### src/rtl/spi_master_ctrl.sv
// Mode-0 SPI master: one {rw, payload} frame per start, optional read-data phase on miso.
// Build option SPI_MASTER_LOOPBACK_EN: rx samples the internal mosi register instead of miso.
module spi_master_ctrl #(
    parameter int CLK_DIV    = 4,
    parameter int FRAME_BITS = 10,
    parameter int RD_BITS    = 8
) (
    input  logic                  clk,
    input  logic                  rst_n,
    input  logic                  start,
    input  logic                  rd_en,
    input  logic [FRAME_BITS-1:0] tx_frame,
    input  logic                  abort,
    output logic                  busy,
    output logic                  done,
    output logic [RD_BITS-1:0]    rx_data,
    output logic                  rx_valid,
    output logic                  ss_n,
    output logic                  sclk,
    output logic                  mosi,
    input  logic                  miso
);
    localparam int BW = $clog2(FRAME_BITS + RD_BITS + 2);
    localparam logic [7:0] HP_LAST = 8'(CLK_DIV - 1);

    typedef enum logic [2:0] {IDLE, SHIFT_TX, SHIFT_RX, HOLD, GAP} state_t;

    state_t                state;
    logic [7:0]            hp_cnt;
    logic [BW-1:0]         bit_cnt;
    logic [FRAME_BITS-1:0] tx_sh;
    logic [RD_BITS-1:0]    rx_sh;
    logic                  rd_q;
    logic                  rx_in;
    logic                  hp_end;
    logic                  in_frame;

    assign hp_end   = (hp_cnt == HP_LAST);
    assign in_frame = (state == SHIFT_TX) || (state == SHIFT_RX) || (state == HOLD);

`ifdef SPI_MASTER_LOOPBACK_EN
    // miso is folded in as a no-op so the pin stays connected in both builds
    assign rx_in = mosi & (miso | 1'b1);
`else
    assign rx_in = miso;
`endif

    always_ff @(posedge clk or negedge rst_n) begin
        if (!rst_n) begin
            state    <= IDLE;
            hp_cnt   <= '0;
            bit_cnt  <= '0;
            tx_sh    <= '0;
            rx_sh    <= '0;
            rd_q     <= 1'b0;
            busy     <= 1'b0;
            done     <= 1'b0;
            rx_valid <= 1'b0;
            rx_data  <= '0;
            ss_n     <= 1'b1;
            sclk     <= 1'b0;
            mosi     <= 1'b0;
        end else begin
            done     <= 1'b0;
            rx_valid <= 1'b0;
            if (abort && in_frame) begin
                sclk   <= 1'b0;
                mosi   <= 1'b0;
                ss_n   <= 1'b1;
                hp_cnt <= '0;
                state  <= GAP;
            end else begin
                case (state)
                    IDLE: if (start) begin
                        tx_sh   <= tx_frame;
                        rd_q    <= rd_en;
                        mosi    <= rd_en;
                        ss_n    <= 1'b0;
                        busy    <= 1'b1;
                        sclk    <= 1'b0;
                        hp_cnt  <= '0;
                        bit_cnt <= '0;
                        state   <= SHIFT_TX;
                    end
                    SHIFT_TX, SHIFT_RX: begin
                        if (!hp_end) begin
                            hp_cnt <= hp_cnt + 8'd1;
                        end else begin
                            hp_cnt <= '0;
                            sclk   <= ~sclk;
                            if (!sclk) begin
                                // rising edge: first rx bit ends up in bit 0
                                if (state == SHIFT_RX)
                                    rx_sh <= {rx_in, rx_sh[RD_BITS-1:1]};
                            end else begin
                                bit_cnt <= bit_cnt + 1'b1;
                                if (state == SHIFT_TX) begin
                                    if (bit_cnt == BW'(FRAME_BITS)) begin
                                        mosi    <= 1'b0;
                                        bit_cnt <= '0;
                                        state   <= rd_q ? SHIFT_RX : HOLD;
                                    end else begin
                                        mosi  <= tx_sh[FRAME_BITS-1];
                                        tx_sh <= {tx_sh[FRAME_BITS-2:0], 1'b0};
                                    end
                                end else if (bit_cnt == BW'(RD_BITS - 1)) begin
                                    state <= HOLD;
                                end
                            end
                        end
                    end
                    HOLD: begin
                        if (!hp_end) begin
                            hp_cnt <= hp_cnt + 8'd1;
                        end else begin
                            hp_cnt <= '0;
                            ss_n   <= 1'b1;
                            done   <= 1'b1;
                            if (rd_q) begin
                                rx_valid <= 1'b1;
                                rx_data  <= rx_sh;
                            end
                            state <= GAP;
                        end
                    end
                    GAP: begin
                        if (!hp_end) begin
                            hp_cnt <= hp_cnt + 8'd1;
                        end else begin
                            hp_cnt <= '0;
                            busy   <= 1'b0;
                            state  <= IDLE;
                        end
                    end
                    default: state <= IDLE;
                endcase
            end
        end
    end
endmodule
### config.mk
export PLATFORM = sky130hd
export DESIGN_NAME = spi_master_ctrl
export DESIGN_NICKNAME = d
export VERILOG_FILES = /design/src/rtl/spi_master_ctrl.sv
export SDC_FILE = /design/constraint.sdc
export NUM_CORES = 1
export LEC_CHECK = 0
export ABC_AREA = 1
export BUFFER_PORTS_ARGS = -buffer_cell sky130_fd_sc_hd__buf_2
export CAP_MARGIN = 30
export CORE_MARGIN = 3
export CORE_UTILIZATION = 45
export CTS_BUF_LIST = sky130_fd_sc_hd__clkbuf_8 sky130_fd_sc_hd__clkbuf_16
export CTS_CLUSTER_DIAMETER = 100
export CTS_CLUSTER_SIZE = 8
export DETAILED_ROUTE_END_ITERATION = 8
export HOLD_SLACK_MARGIN = 0.08
export PLACE_DENSITY = 0.67
export SLEW_MARGIN = 20
export SYNTH_ARGS = -nofsm -noshare
export SYNTH_HDL_FRONTEND = slang
export SYNTH_SLANG_ARGS = --single-unit
### constraint.sdc
create_clock -name clk -period 1.6 [get_ports clk]
set_input_delay 0.16 -clock clk [delete_from_list [all_inputs] [get_ports clk]]
set_output_delay 0.16 -clock clk [all_outputs]
set_load 0.05 [all_outputs]
==> out/metrics.csv <==
stage,metric,value,unit
run_status,status,"complete, no violations",
placed_design,place.gp.congestion,0.903,
layout,mostFrequentLayoutCells,"sky130_fd_sc_hd__nand2_1 (109), sky130_fd_sc_hd__dfrtp_1 (46), sky130_fd_sc_hd__buf_2 (29), sky130_fd_sc_hd__inv_1 (28), sky130_fd_sc_hd__buf_4 (27)",
layout,ff_latch_area,1230,um2
global_route,maximum_number_of_pins_on_one_net_before_global_route_repair,34,
synth,synth-seq-cells,49,
layout,antenna_cells,0,
critical_path,timing.reg2reg.setup_slack,0.02,ns
timing,worstMarginPinSlew,0.439,ns
layout,summed_area_of_non_filler_cells_in_the_final_layout,3330,um2
timing,worst_slew_margin_relative_to_its_limit,0.707,
synth,ys_seq_area_frac,0.470,
worst_hold_path,min_delay_path_depth,3,
pwr,max-vdd-ir-drop,375,uV
floorplan,ioPinCount,30,
routing,ant_nets,0,
synth,post_synth_inst_count,340,
synth,synth.avg_cell_area,7.68,um2
floorplan,die_y,82.2,um
timing,timing.final.hold_violations,0,
pwr,power.density_cell_area,614,nW/um2
cts,cts.clk_slew.worst_paths,0.09,ns
cts,clock_insertion_delay_worst_skew,0.31,ns
floorplan,floorplan.initialDensity,0.469,
pwr,leakage,0.00177,uW
routing,route.detailed.wl_per_inst,12.9,um
worst_hold_path,min_delay_worst_endpoint,tx_sh[0],
synth,syn-cell-area,2610,um2
global_route,grt_pass1_vias,2172,
critical_path,path_class,flip-flop to flip-flop,
timing,max_freq,631,MHz
critical_path,capture_instance_of_the_worst_register_to_register_path,rx_data[0],
critical_path,cp_data_required_time,1.85,ns
cts,cts_buffer_depth,2,
global_route,initial_antenna_violation_count,0,
routing,drt_first_pass_iters,4,
cts,tritoncts_clock_tree,done,
critical_path,crit_start,hp_cnt[1],
critical_path,crit_path_end_kind,flip-flop,
timing,final.setup.tns,0,ns
global_route,gr-total-overflow,0,
floorplan,coreArea,5570,um2
layout,final.fill_count,528,
critical_path,worst_r2r_path_depth,9,
global_route,grt_first_pass_wirelength,9920,um
placed_design,placement.cell_area,2970,um2
critical_path,rr_startpoint,hp_cnt[1],
synth,synthesis.nets,359,
routing,drt-vias-per-instance,4.99,
global_route,globalRouteTotalUtil,0.191,
routing,detailedRoute.firstIterationViolations,144,
critical_path,cp-start-kind,flip-flop,
placed_design,placement.io_buffers,29,
layout,areaGrowthSynthToFinish,27.3,%
worst_hold_path,hp-start,tx_frame[0],
layout,multi_input_comb_area,1340,um2
floorplan,placement_rows,27,
timing,timing.clock.skew,0.00613,ns
cts,tritoncts_num_sinks,49,
timing,final_setup_fails,0,
placed_design,placed_instance_count,455,
timing,holdWs,0.0902,ns
floorplan,die_area,6760,um2
layout,drive_above_1_share,0.330,
critical_path,critical_path_arrival,1.84,ns
timing,grt_setup_unrepaired,yes,
routing,drt-total-wl,6140,um
timing,finalCritPeriodShare,0.990,
layout,layout.cells.most_common,sky130_fd_sc_hd__nand2_1,
placed_design,hpwl_after_detailed_placement,4280,um
synth,synthDistinctLibCells,29,
worst_hold_path,worstHoldPathType,input port to flip-flop,
layout,final_cell_count_no_fill,475,
floorplan,floorplan.die.width,82.2,um
critical_path,timing.critical_path.fanout_max,8,
routing,drc_errors,0,
layout,layout.nets,421,
cts,cts_max_level,2,
cts,ctsRootBufferMaster,sky130_fd_sc_hd__clkbuf_8,
timing,maxSlewViolCount,0,
synth,ys.warnings.count,0,
layout,final_core_utilization,0.597,
timing,finalCriticalPeriod,1.58,ns
routing,detailroute.via_count,2369,
cts,cts-buffers-inserted,5,
job,maxCapViolCount,0,
[sequential cells by signal (all words and copies together), names as in the netlist]
name and count:
sclk 1, bit_cnt 5, state 3, rx_sh 8, done 1, hp_cnt 8
rx_data 8, mosi 1, busy 1, tx_sh 10, rd_q 1, rx_valid 1
ss_n 1
[worst max-delay path by stage]
stage	endpoint	slack [ns]	cells past startpoint
floorplan	rx_data[1]	0.02	9
global placement	hp_cnt[4]	-0.03	8
detailed placement	hp_cnt[4]	-0.03	8
CTS	tx_sh[3]	0.01	9
global route	rx_data[2]	-0.09	8
finish	rx_data[0]	0.02	9
[repair_timing]
action,4_1_cts,5_1_grt
gates resized for setup,5,50
setup endpoints to repair,21,35
endpoints found under the hold margin,15,0
pin swaps,1,12
setup buffers,4,5
hold buffers,1,0
cloned,0,2
[synthesized netlist by cell type (all sizes together)]
| cell | instances | area [um2] |
|---|---|---|
| a21oi | 3 | 15.0 |
| a31oi | 1 | 6.26 |
| buf | 8 | 67.6 |
| dfrtp | 48 | 1200 |
| dfstp | 1 | 26.3 |
| ha | 3 | 37.5 |
| inv | 39 | 146 |
| mux2i | 1 | 10.0 |
| nand2 | 129 | 497 |
| nand3 | 18 | 108 |
| nand4 | 20 | 125 |
| nor2 | 31 | 131 |
| nor3 | 2 | 15.0 |
| o21ai | 28 | 166 |
| o21bai | 1 | 7.51 |
| o22ai | 1 | 6.26 |
| o31ai | 1 | 7.51 |
| or2 | 2 | 12.5 |
| xor2 | 3 | 26.3 |
[worst max-delay path, cell delays in order, from the launching register on]
cell and delay, ns:
sky130_fd_sc_hd__dfrtp_1 0.41, sky130_fd_sc_hd__ha_4 0.17, sky130_fd_sc_hd__nand2_2 0.07, sky130_fd_sc_hd__nor2_4 0.11, sky130_fd_sc_hd__nand2_4 0.10, sky130_fd_sc_hd__nor3_4 0.31
sky130_fd_sc_hd__nand2_4 0.15, sky130_fd_sc_hd__inv_1 0.10, sky130_fd_sc_hd__nand2_1 0.05, sky130_fd_sc_hd__nand2_1 0.05
[layer usage]
metal / global-route usage / wire length (um) / up-vias
met5: 0 / 0 / -
met4: 0.0814 / 101 / 0
met3: 0.0434 / 163 / 8
met2: 0.305 / 3110 / 31
met1: 0.248 / 2760 / 1118
li1: - / - / 1212
[report_power, final]
part | switching, uW | leakage [uW] | internal [uW]
registers | 0.816 | 0.000631 | 1240
logic | 48.4 | 0.00110 | 26.4
clock network | 426 | 0.0000416 | 302
[stage by stage]
step	worst slack, ns	power [uW]
6_report	0.0159	2040
5_1_grt	-0.0866	2140
4_1_cts	0.0136	2080
3_5_place_dp	-0.0262	1340
3_3_place_gp	-0.0323	1340
2_1_floorplan	0.0203	1280
[area by class of cell]
| cell class | count | share of cell area |
|---|---|---|
| Sequential cell | 49 | 0.370 |
| Multi-Input combinational cell | 246 | 0.404 |
| Tap cell | 72 | 0.0271 |
| Clock inverter | 3 | 0.00564 |
| Clock buffer | 5 | 0.0207 |
| Timing Repair Buffer | 61 | 0.126 |
| Inverter | 39 | 0.0467 |
[cells by family (layout without fill, tap and decap cells)]
kind of cell    Yosys count  after routing  synth area share
compound gates           35             35            0.0800
xor+xnor                  3              3            0.0101
fa+ha+maj                 3              3            0.0144
buf+inv                  47            108            0.0819
flops                    49             49             0.470
mux                       1              1           0.00383
simple gates            202            204             0.340
(Power assumes the default switching activity.)
